===== config.mk =====
export PLATFORM = sky130hd
export DESIGN_NAME = barrett_pipe_flat
export DESIGN_NICKNAME = d
export VERILOG_FILES = /design/src/rtl/barrett_pipe_if.sv /design/src/rtl/barrett_pipe.sv /design/src/flat_wrapper.sv
export SDC_FILE = /design/constraint.sdc
export NUM_CORES = 1
export LEC_CHECK = 0
export CAP_MARGIN = 5
export CORE_UTILIZATION = 45
export CTS_CLUSTER_SIZE = 25
export DETAILED_ROUTE_END_ITERATION = 16
export PLACE_DENSITY_LB_ADDON = 0.2
export RECOVER_POWER = 100
export SYNTH_ARGS = -nofsm -noshare
export SYNTH_HDL_FRONTEND = slang
export SYNTH_SLANG_ARGS = --single-unit
export TNS_END_PERCENT = 100

===== constraint.sdc =====
create_clock -name clk -period 6.2 [get_ports clk]
set_clock_uncertainty 0.1 [all_clocks]
set_input_delay 0.93 -clock clk [delete_from_list [all_inputs] [get_ports clk]]
set_output_delay 0.93 -clock clk [all_outputs]
set_load 0.02 [all_outputs]

===== src/rtl/barrett_pipe_if.sv =====
// barrett_pipe_if: valid/ready sample bus into and out of the Barrett reducer (out_ovf only with BARRETT_OVF_EN)
interface barrett_pipe_if #(
    parameter int DATA_W = 24,
    parameter int OUT_W  = 16,
    parameter int TAG_W  = 8
);
    logic              in_valid;
    logic              in_ready;
    logic [DATA_W-1:0] in_data;
    logic [TAG_W-1:0]  in_tag;
    logic              out_valid;
    logic              out_ready;
    logic [OUT_W-1:0]  out_data;
    logic [TAG_W-1:0]  out_tag;
`ifdef BARRETT_OVF_EN
    logic              out_ovf;
`endif

    modport master (
        output in_valid, in_data, in_tag, out_ready,
        input  in_ready, out_valid, out_data, out_tag
`ifdef BARRETT_OVF_EN
        , input out_ovf
`endif
    );

    modport slave (
        input  in_valid, in_data, in_tag, out_ready,
        output in_ready, out_valid, out_data, out_tag
`ifdef BARRETT_OVF_EN
        , output out_ovf
`endif
    );
endinterface


===== src/rtl/barrett_pipe.sv =====
// barrett_pipe: 4-stage valid/ready Barrett reducer c -> c mod Q with tag sideband; BARRETT_OVF_EN adds out_ovf (c >= Q*Q)
module barrett_pipe #(
    parameter int DATA_W = 24,
    parameter int OUT_W  = 16,
    parameter int Q      = 3329,
    parameter int K      = 26,
    parameter int V      = 20159,
    parameter int TAG_W  = 8
) (
    input logic           clk,
    input logic           rst,
    barrett_pipe_if.slave bus
);
    localparam int P_W = DATA_W + 16;
    localparam int R_W = DATA_W + 2;
    localparam int T_W = P_W - K;
    localparam logic [P_W-1:0] VP  = P_W'(V);
    localparam logic [P_W-1:0] RND = P_W'(1) << (K - 1);
    localparam logic [R_W-1:0] QU  = R_W'(Q);
`ifdef BARRETT_OVF_EN
    localparam logic [DATA_W-1:0] QQ = DATA_W'(Q * Q);
`endif

    logic                    adv;
    logic [T_W-1:0]          t;
    logic signed [R_W-1:0]   fix;
    logic                    v1_q, v1_d, v2_q, v2_d, v3_q, v3_d, v4_q, v4_d;
    logic [TAG_W-1:0]        tag1_q, tag1_d, tag2_q, tag2_d, tag3_q, tag3_d, tag4_q, tag4_d;
    logic [DATA_W-1:0]       c1_q, c1_d, c2_q, c2_d;
    logic [P_W-1:0]          p1_q, p1_d;
    logic [R_W-1:0]          m2_q, m2_d;
    logic signed [R_W-1:0]   r3_q, r3_d;
    logic [OUT_W-1:0]        d4_q, d4_d;
`ifdef BARRETT_OVF_EN
    logic                    o1_q, o1_d, o2_q, o2_d, o3_q, o3_d, o4_q, o4_d;
`endif

    // Next-state of every stage: multiply, quotient estimate, subtract, single correction
    always_comb begin
        adv    = !v4_q || bus.out_ready;
        v1_d   = bus.in_valid;
        tag1_d = bus.in_tag;
        c1_d   = bus.in_data;
        p1_d   = P_W'(bus.in_data) * VP;
        t      = T_W'((p1_q + RND) >> K);
        v2_d   = v1_q;
        tag2_d = tag1_q;
        c2_d   = c1_q;
        m2_d   = R_W'(t) * QU;
        v3_d   = v2_q;
        tag3_d = tag2_q;
        r3_d   = $signed({2'b00, c2_q}) - $signed(m2_q);
        fix    = r3_q[R_W-1] ? r3_q + $signed(QU) : (r3_q >= $signed(QU) ? r3_q - $signed(QU) : r3_q);
        v4_d   = v3_q;
        tag4_d = tag3_q;
        d4_d   = fix[OUT_W-1:0];
`ifdef BARRETT_OVF_EN
        o1_d   = bus.in_data >= QQ;
        o2_d   = o1_q;
        o3_d   = o2_q;
        o4_d   = o3_q;
`endif
    end

    // Whole pipe shifts together only when the output slot is free or being drained
    always_ff @(posedge clk or posedge rst) begin
        if (rst) begin
            v1_q <= 1'b0; v2_q <= 1'b0; v3_q <= 1'b0; v4_q <= 1'b0;
            tag1_q <= '0; tag2_q <= '0; tag3_q <= '0; tag4_q <= '0;
            c1_q <= '0; c2_q <= '0; p1_q <= '0; m2_q <= '0; r3_q <= '0; d4_q <= '0;
`ifdef BARRETT_OVF_EN
            o1_q <= 1'b0; o2_q <= 1'b0; o3_q <= 1'b0; o4_q <= 1'b0;
`endif
        end else if (adv) begin
            v1_q <= v1_d; v2_q <= v2_d; v3_q <= v3_d; v4_q <= v4_d;
            tag1_q <= tag1_d; tag2_q <= tag2_d; tag3_q <= tag3_d; tag4_q <= tag4_d;
            c1_q <= c1_d; c2_q <= c2_d; p1_q <= p1_d; m2_q <= m2_d; r3_q <= r3_d; d4_q <= d4_d;
`ifdef BARRETT_OVF_EN
            o1_q <= o1_d; o2_q <= o2_d; o3_q <= o3_d; o4_q <= o4_d;
`endif
        end
    end

    assign bus.in_ready  = adv;
    assign bus.out_valid = v4_q;
    assign bus.out_data  = d4_q;
    assign bus.out_tag   = tag4_q;
`ifdef BARRETT_OVF_EN
    assign bus.out_ovf   = o4_q;
`endif
endmodule

===== src/flat_wrapper.sv =====
// flat-port wrapper written by rule: the top's interface ports become plain ports
module barrett_pipe_flat 
#(
    parameter int DATA_W = 24,
    parameter int OUT_W  = 16,
    parameter int Q      = 3329,
    parameter int K      = 26,
    parameter int V      = 20159,
    parameter int TAG_W  = 8
)
  (clk, rst, bus_in_valid, bus_in_data, bus_in_tag, bus_out_ready, bus_in_ready, bus_out_valid, bus_out_data, bus_out_tag);
  barrett_pipe_if #(.DATA_W(DATA_W), .OUT_W(OUT_W), .TAG_W(TAG_W)) bus_i ();
  input logic clk;
  input logic rst;
  input wire logic [$bits(bus_i.in_valid)-1:0] bus_in_valid;
  input wire logic [$bits(bus_i.in_data)-1:0] bus_in_data;
  input wire logic [$bits(bus_i.in_tag)-1:0] bus_in_tag;
  input wire logic [$bits(bus_i.out_ready)-1:0] bus_out_ready;
  output wire logic [$bits(bus_i.in_ready)-1:0] bus_in_ready;
  output wire logic [$bits(bus_i.out_valid)-1:0] bus_out_valid;
  output wire logic [$bits(bus_i.out_data)-1:0] bus_out_data;
  output wire logic [$bits(bus_i.out_tag)-1:0] bus_out_tag;
  assign bus_i.in_valid = bus_in_valid;
  assign bus_i.in_data = bus_in_data;
  assign bus_i.in_tag = bus_in_tag;
  assign bus_i.out_ready = bus_out_ready;
  assign bus_in_ready = bus_i.in_ready;
  assign bus_out_valid = bus_i.out_valid;
  assign bus_out_data = bus_i.out_data;
  assign bus_out_tag = bus_i.out_tag;
  barrett_pipe #(.DATA_W(DATA_W), .OUT_W(OUT_W), .Q(Q), .K(K), .V(V), .TAG_W(TAG_W)) u_core (.clk(clk), .rst(rst), .bus(bus_i));
endmodule

==> results of run 1 <==
## timing repair
item	CTS	global route
setup buffers	15	7
setup endpoints to repair	13	12
pin swaps	75	44
resized for setup	120	39
## registers in the layout, summed over array words and instances, names as in the netlist
signal                flops
u_core.bus.out_valid      1
u_core.tag3_q             8
u_core.tag2_q             8
u_core.c2_q              24
u_core.v2_q               1
u_core.m2_q              26
u_core.p1_q              14
u_core.v3_q               1
u_core.bus.out_tag        8
u_core.r3_q              26
u_core.v1_q               1
u_core.tag1_q             8
u_core.c1_q              24
u_core.bus.out_data      16
## cells in the mapped netlist (5+ instances only)
master    instances  area share
a211oi_1         11      0.0053
a21boi_0          5      0.0024
a21o_1           13      0.0063
a21oi_1          81       0.026
and3_1           16      0.0064
buf_1             6      0.0014
clkbuf_1         33      0.0080
dfrtp_1         166        0.27
fa_1            154        0.20
ha_1            243        0.20
inv_1           260       0.063
nand2_1         292       0.070
nand2b_1          7      0.0028
nand3_1          21      0.0068
nand4_1           5      0.0020
nor2_1           67       0.016
nor3_1           15      0.0048
nor4b_1           5      0.0028
o21a_1            7      0.0034
o21ai_0          69       0.022
o21bai_1          9      0.0043
o31ai_1          16      0.0077
or3_1             6      0.0024
xnor2_1          43       0.024
xor2_1           27       0.015
## cell families (layout without fill, tap and decap cells)
group / Yosys count / in the layout
AND/OR/NAND/NOR: 456 / 456
buffers and inverters: 302 / 505
XOR/XNOR: 70 / 70
flip-flops: 166 / 166
multiplexers: 3 / 3
adder cells (fa/ha/maj): 397 / 397
AO/OA/AOI/OAI: 246 / 246
## stage by stage
| stage | util | std cells |
|---|---|---|
| CTS | 0.547 | 2284 |
| global route | 0.550 | 2291 |
| global placement | 0.521 | 2238 |
| floorplan | - | 1640 |
| finish | 0.550 | 2291 |
| detailed placement | 0.521 | 2238 |
## worst paths after layout
kind | start | end | slack, ps
hold reg to reg | u_core.bus.out_tag[5] | u_core.bus.out_tag[5] | 360
min in group asynchronous | rst | u_core.bus.out_tag[3] | 1480
max in group asynchronous | rst | u_core.p1_q[27] | 2320
setup / recovery | bus_in_data[17] | u_core.p1_q[38] | -30
setup reg to reg | u_core.p1_q[26] | u_core.m2_q[25] | 490
hold / removal | u_core.bus.out_tag[5] | u_core.bus.out_tag[5] | 360
## worst max-delay path, stage by stage
cell	delay, ps
buf_4	130
fa_1	510
buf_4	170
buf_6	110
fa_2	560
fa_1	430
fa_2	550
fa_1	440
fa_2	460
ha_1	230
a211oi_2	210
o21bai_1	110
a211oi_2	200
o21ai_1	100
a22o_1	250
o31ai_4	260
o2111ai_2	160
buf_4	170
o31ai_4	160
xor2_1	160
a21oi_1	80
## final cells by class
type	instances	area [sq um]
Timing Repair Buffer	212	1730
Multi-Input combinational cell	1172	10600
Clock inverter	12	118
Clock buffer	20	447
Tap cell	448	561
Sequential cell	166	4150
Inverter	261	997
Fill cell	3053	15200
## routing by layer
metal,track usage,share of wire,vias up
met3,0.0230,0.023,25
met4,0.0466,0.012,0
met1,0.280,0.49,5360
met2,0.340,0.48,152
li1,-,-,5719
met5,0,0,-
==> flow_metrics.env, run 1 <==
export IMPL_drtAntennaViolNets=0
export IMPL_setup_slack_ps=-28.0
export IMPL_die_h_um=188
export IMPL_cp_end_kind="flop"
export IMPL_startpoint_type="input port"
export IMPL_crit_type="in2reg"
export IMPL_syn_mean_instance_area_sq_um=9.48
export IMPL_hold_depth=2
export IMPL_synth_flop_cell="dfrtp_1"
export IMPL_synth_fa_ha_area_frac=0.394
export IMPL_worstPathRequired_ps=6370
export IMPL_max_slew_margin=-1.07
export IMPL_synth_mux_area_fraction=0.00201
export IMPL_hp_class="reg2reg"
export IMPL_synth_fp_nets=2073
export IMPL_drtIter0Drc=421
export IMPL_clk_pin_slew_ps=60
export IMPL_fin_setup_tns_ps=-28.0
export IMPL_fin_area_sq_um=18600
export IMPL_fp_row_count=67
export IMPL_grt_max_degree=105
export IMPL_die_area_sq_um=35300
export IMPL_track_usage=0.202
export IMPL_clockBufferDepth=2
export IMPL_async_reset_ff_frac=1.00
export IMPL_grt_pass1_wl_mm=57.7
export IMPL_setup_viol=1
export IMPL_cts_sinks=166
export IMPL_drv_cap=2
export IMPL_post_route_period_util=1.00
export IMPL_synth_area_sq_um=15600
export IMPL_cts_max_level=4
export IMPL_synth_top_family_by_area="adder cells"
export IMPL_grt_pass1_vias=11651
export IMPL_drcViolationCount=0
export IMPL_nNetsFinal=2263
export IMPL_place_area_sq_um=17600
export IMPL_dr_pass1_iters=5
export IMPL_drive_gt1_frac=0.157
export IMPL_drv_slew=136
export IMPL_ys_types=63
export IMPL_violations="capacitance limit, slew limit, setup timing"
export IMPL_antenna_cells=0
export IMPL_antenna_found_initial=0
export IMPL_yosysSeqAreaShare=0.267
export IMPL_root_buffer="clkbuf_16"
export IMPL_place_gp_congestion=0.917
export IMPL_reg2reg_depth=22
export IMPL_fin_crit_ps=6230
export IMPL_start_util=0.460
export IMPL_ys_warn_count=0
export IMPL_hold_viol=0
export IMPL_mostFrequentLayoutCells="nand2_1 (292), inv_1 (230), ha_1 (229)"
export IMPL_synth_edf_count=0
export IMPL_vias=11256
export IMPL_drt_vias_per_instance=4.91
export IMPL_synth_cells=1640
export IMPL_numCtsBuffers=17
export IMPL_final_common_cell="nand2_1"
export IMPL_yosys_area_share_xor_xnor=0.0394
export IMPL_clock_fmax_ghz=0.161
export IMPL_whs_ps=364
export IMPL_synth_compound_area_share=0.0979
export IMPL_coreArea_sq_um=33800
export IMPL_cp_max_fo=3
export IMPL_grt_remaining_overflow=0
export IMPL_worst_pin_slew_ps=3100
export IMPL_cts_tree="done"
export IMPL_insertion_delay_ps=420
export IMPL_wl_per_cell_um=14.6
export IMPL_outcome="finished with violations"
export IMPL_ys_ff_latch=166
export IMPL_io_pins=62
export IMPL_fp_dieW_um=188
export IMPL_hpwl_mm=27.1
export IMPL_syn2layout_area_growth_pct=19.4
export IMPL_arrival_ps=6400
export IMPL_hold_buffers=0
export IMPL_io_buffers=61
export IMPL_synthSimpleGateAreaFrac=0.126
export IMPL_wirelength_mm=33.4
export IMPL_rsz0062_at_grt="yes"
export IMPL_place_ws_ps=-1030
Power of run 1 is not shown: default switching activity piles up to over one toggle a cycle in this logic, so the estimate is an artifact.
==> run 2: changes to the inputs <==
==> constraint.sdc (replaced) <==
create_clock -name clk -period 5.1 [get_ports clk]
set_clock_uncertainty 0.1 [all_clocks]
set_input_delay 0.765 -clock clk [delete_from_list [all_inputs] [get_ports clk]]
set_output_delay 0.765 -clock clk [all_outputs]
set_load 0.02 [all_outputs]
==> run 2 against run 1 <==
  * The flow still finishes with violations (capacitance limit, slew limit, setup timing)
  * Sequential cell count unchanged
  * Final cell count increased by 2.3%
  * Register-to-register slack got worse by 660 ps
  * Global-route usage is 0.53 points higher
  * Sequential share of layout area is 0.99 points lower
  * Hold slack got worse by 1.9 ps
  * Critical path depth shrank 2
  * Core utilization is 2.6 points higher
  * Worst setup slack worse by 910 ps
  * Via count up 2.8%
  * Clock-buffer cell count is 3 lower
  * First-iteration DRC count rose by 10%
==> flow_metrics.env, run 2 (synthesized netlist as in run 1, its figures left out) <==
export IMPL_critPathMostFrequentCell="fa_1"
export IMPL_mostFrequentLayoutCells="nand2_1 (292), inv_1 (229), ha_1 (218)"
export IMPL_max_slew_margin=-1.24
export IMPL_drcViolationCount=0
export IMPL_regToRegEndpoint="u_core.m2_q[23]"
export IMPL_wl_per_cell_um=14.9
export IMPL_dr_pass1_iters=4
export IMPL_fp_dieW_um=188
export IMPL_reg2reg_depth=22
export IMPL_io_pins=62
export IMPL_cts_sinks=166
export IMPL_critPathSlowestCell="fa_1"
export IMPL_antenna_found_initial=1
export IMPL_root_buffer="clkbuf_16"
export IMPL_cts_max_level=4
export IMPL_final_common_cell="nand2_1"
export IMPL_hold_buffers=0
export IMPL_insertion_delay_ps=430
export IMPL_reg_top3="u_core.m2_q x26, u_core.r3_q x26"
export IMPL_outcome="finished with violations"
export IMPL_rrSetupSlack_ps=-170
export IMPL_post_route_period_util=1.18
export IMPL_hold_depth=1
export IMPL_crit_type="in2reg"
export IMPL_fin_cells=2344
export IMPL_violations="capacitance limit, slew limit, setup timing"
export IMPL_dp_cells=2282
export IMPL_vias=11568
export IMPL_io_buffers=61
export IMPL_fin_crit_ps=6040
export IMPL_drv_slew=397
export IMPL_drv_cap=4
export IMPL_setup_viol=18
export IMPL_cts_tree="done"
export IMPL_track_usage=0.208
export IMPL_numCtsBuffers=17
export IMPL_crit_chain="dlygate4sd2_1 -> buf_4 -> fa_1 -> fa_1 -> fa_1 -> fa_1 -> fa_1 -> fa_1 -> ha_4 -> a21o_1 -> nand3_2 -> a21oi_4 -> a211oi_4 -> a211oi_4 -> o31ai_4 -> o2111ai_4 -> o31ai_2 -> xor2_1 -> a21oi_1"
export IMPL_nNetsFinal=2316
export IMPL_syn2layout_area_growth_pct=25.0
export IMPL_place_gp_congestion=0.927
export IMPL_fp_row_count=67
export IMPL_cp_max_fo=3
export IMPL_antenna_cells=0
export IMPL_startpoint_type="input port"
export IMPL_clock_fmax_ghz=0.166
export IMPL_final_seq_area_sq_um=4160
export IMPL_grt_remaining_overflow=0
export IMPL_grt_pass1_wl_mm=59.0
export IMPL_crit_path_start="bus_in_data[11]"
export IMPL_drtAntennaViolNets=0
export IMPL_grt_pass1_vias=12030
export IMPL_rsz0062_at_grt="yes"
export IMPL_clk_pin_slew_ps=70
export IMPL_slowest_delay_ps=600
export IMPL_drive_gt1_frac=0.208
export IMPL_wirelength_mm=35.0
export IMPL_arrival_ps=6230
export IMPL_clockBufferDepth=2
export IMPL_r2r_start="u_core.p1_q[26]"
export IMPL_start_util=0.460
export IMPL_worst_pin_slew_ps=3370
export IMPL_drtIter0Drc=464
export IMPL_die_h_um=188
export IMPL_grt_max_degree=184
export IMPL_hp_class="reg2reg"
export IMPL_crit_end="u_core.p1_q[38]"
export IMPL_hold_viol=0
export IMPL_coreArea_sq_um=33800
export IMPL_drt_vias_per_instance=4.94
export IMPL_cp_end_kind="flop"
export IMPL_setup_slack_ps=-937
export IMPL_hpwl_mm=27.4
export IMPL_n_fill_cell=2965
export IMPL_die_area_sq_um=35300
export IMPL_multi_input_area_sq_um=10900
export IMPL_worstPathRequired_ps=5300
## run 2: cell types whose count changed in the layout (fill, tap and decap cells not counted), sizes merged
cell / change
buf: +53
clkbuf: -5
clkdlybuf4s15: +5
inv: +5
clkinvlp: -2
dlygate4sd2: -2
bufinv: -1
clkinv: +1
dlymetal6s2s: -1
## run 2: layout make-up
class | instances | area share
clock inverter | 15 | 0.00914
inverter | 261 | 0.0514
sequential | 166 | 0.214
timing repair buffer | 265 | 0.112
clock buffer | 17 | 0.0219
tap | 448 | 0.0288
multi-input combinational | 1172 | 0.563
## run 2: through the flow
step                      setup slack (ps)  cell area, sq um  hold WS, ps  utilization  setup TNS (ps)
final                                 -937             19400          362        0.575          -11590
after floorplan                      -1090             15600          330            -          -10560
after detailed placement             -1930             17900          355        0.531          -23560
after CTS                             -932             19000          372        0.562           -9770
after global placement               -1830             17900          343        0.531          -22340
after global routing                 -1190             19400          385        0.575          -16200
## run 2: how the worst min path moves through the flow
stage,startpoint,endpoint,slack [ps]
4_1_cts,u_core.tag2_q[3],u_core.tag2_q[3],370
2_1_floorplan,u_core.v3_q,u_core.v3_q,330
3_5_place_dp,u_core.tag2_q[7],u_core.tag2_q[7],360
6_report,u_core.v3_q,u_core.bus.out_valid,360
3_3_place_gp,u_core.v3_q,u_core.v3_q,340
5_1_grt,u_core.tag2_q[0],u_core.tag2_q[0],390
## run 2: worst max-delay path, delay by kind of cell
kind            cells  cell delay [ps]
xor+xnor            1              180
fa+ha+maj           7             3280
buf+inv             2              400
compound gates      8             1510
simple gates        1               90
## run 2: metal layers
metal,global-route usage,share of wire,vias up
li1,-,-,5841
met1,0.283,0.47,5539
met2,0.348,0.49,147
met3,0.0270,0.026,41
met4,0.0557,0.018,0
met5,0,0,-
## run 2: repair_timing
item	in CTS	in global routing
pin swaps	94	55
resized for setup	162	84
buffers inserted	20	11
endpoints found under the hold margin	0	0
setup endpoints to repair	16	20
Power of run 2 is left out for the same reason.
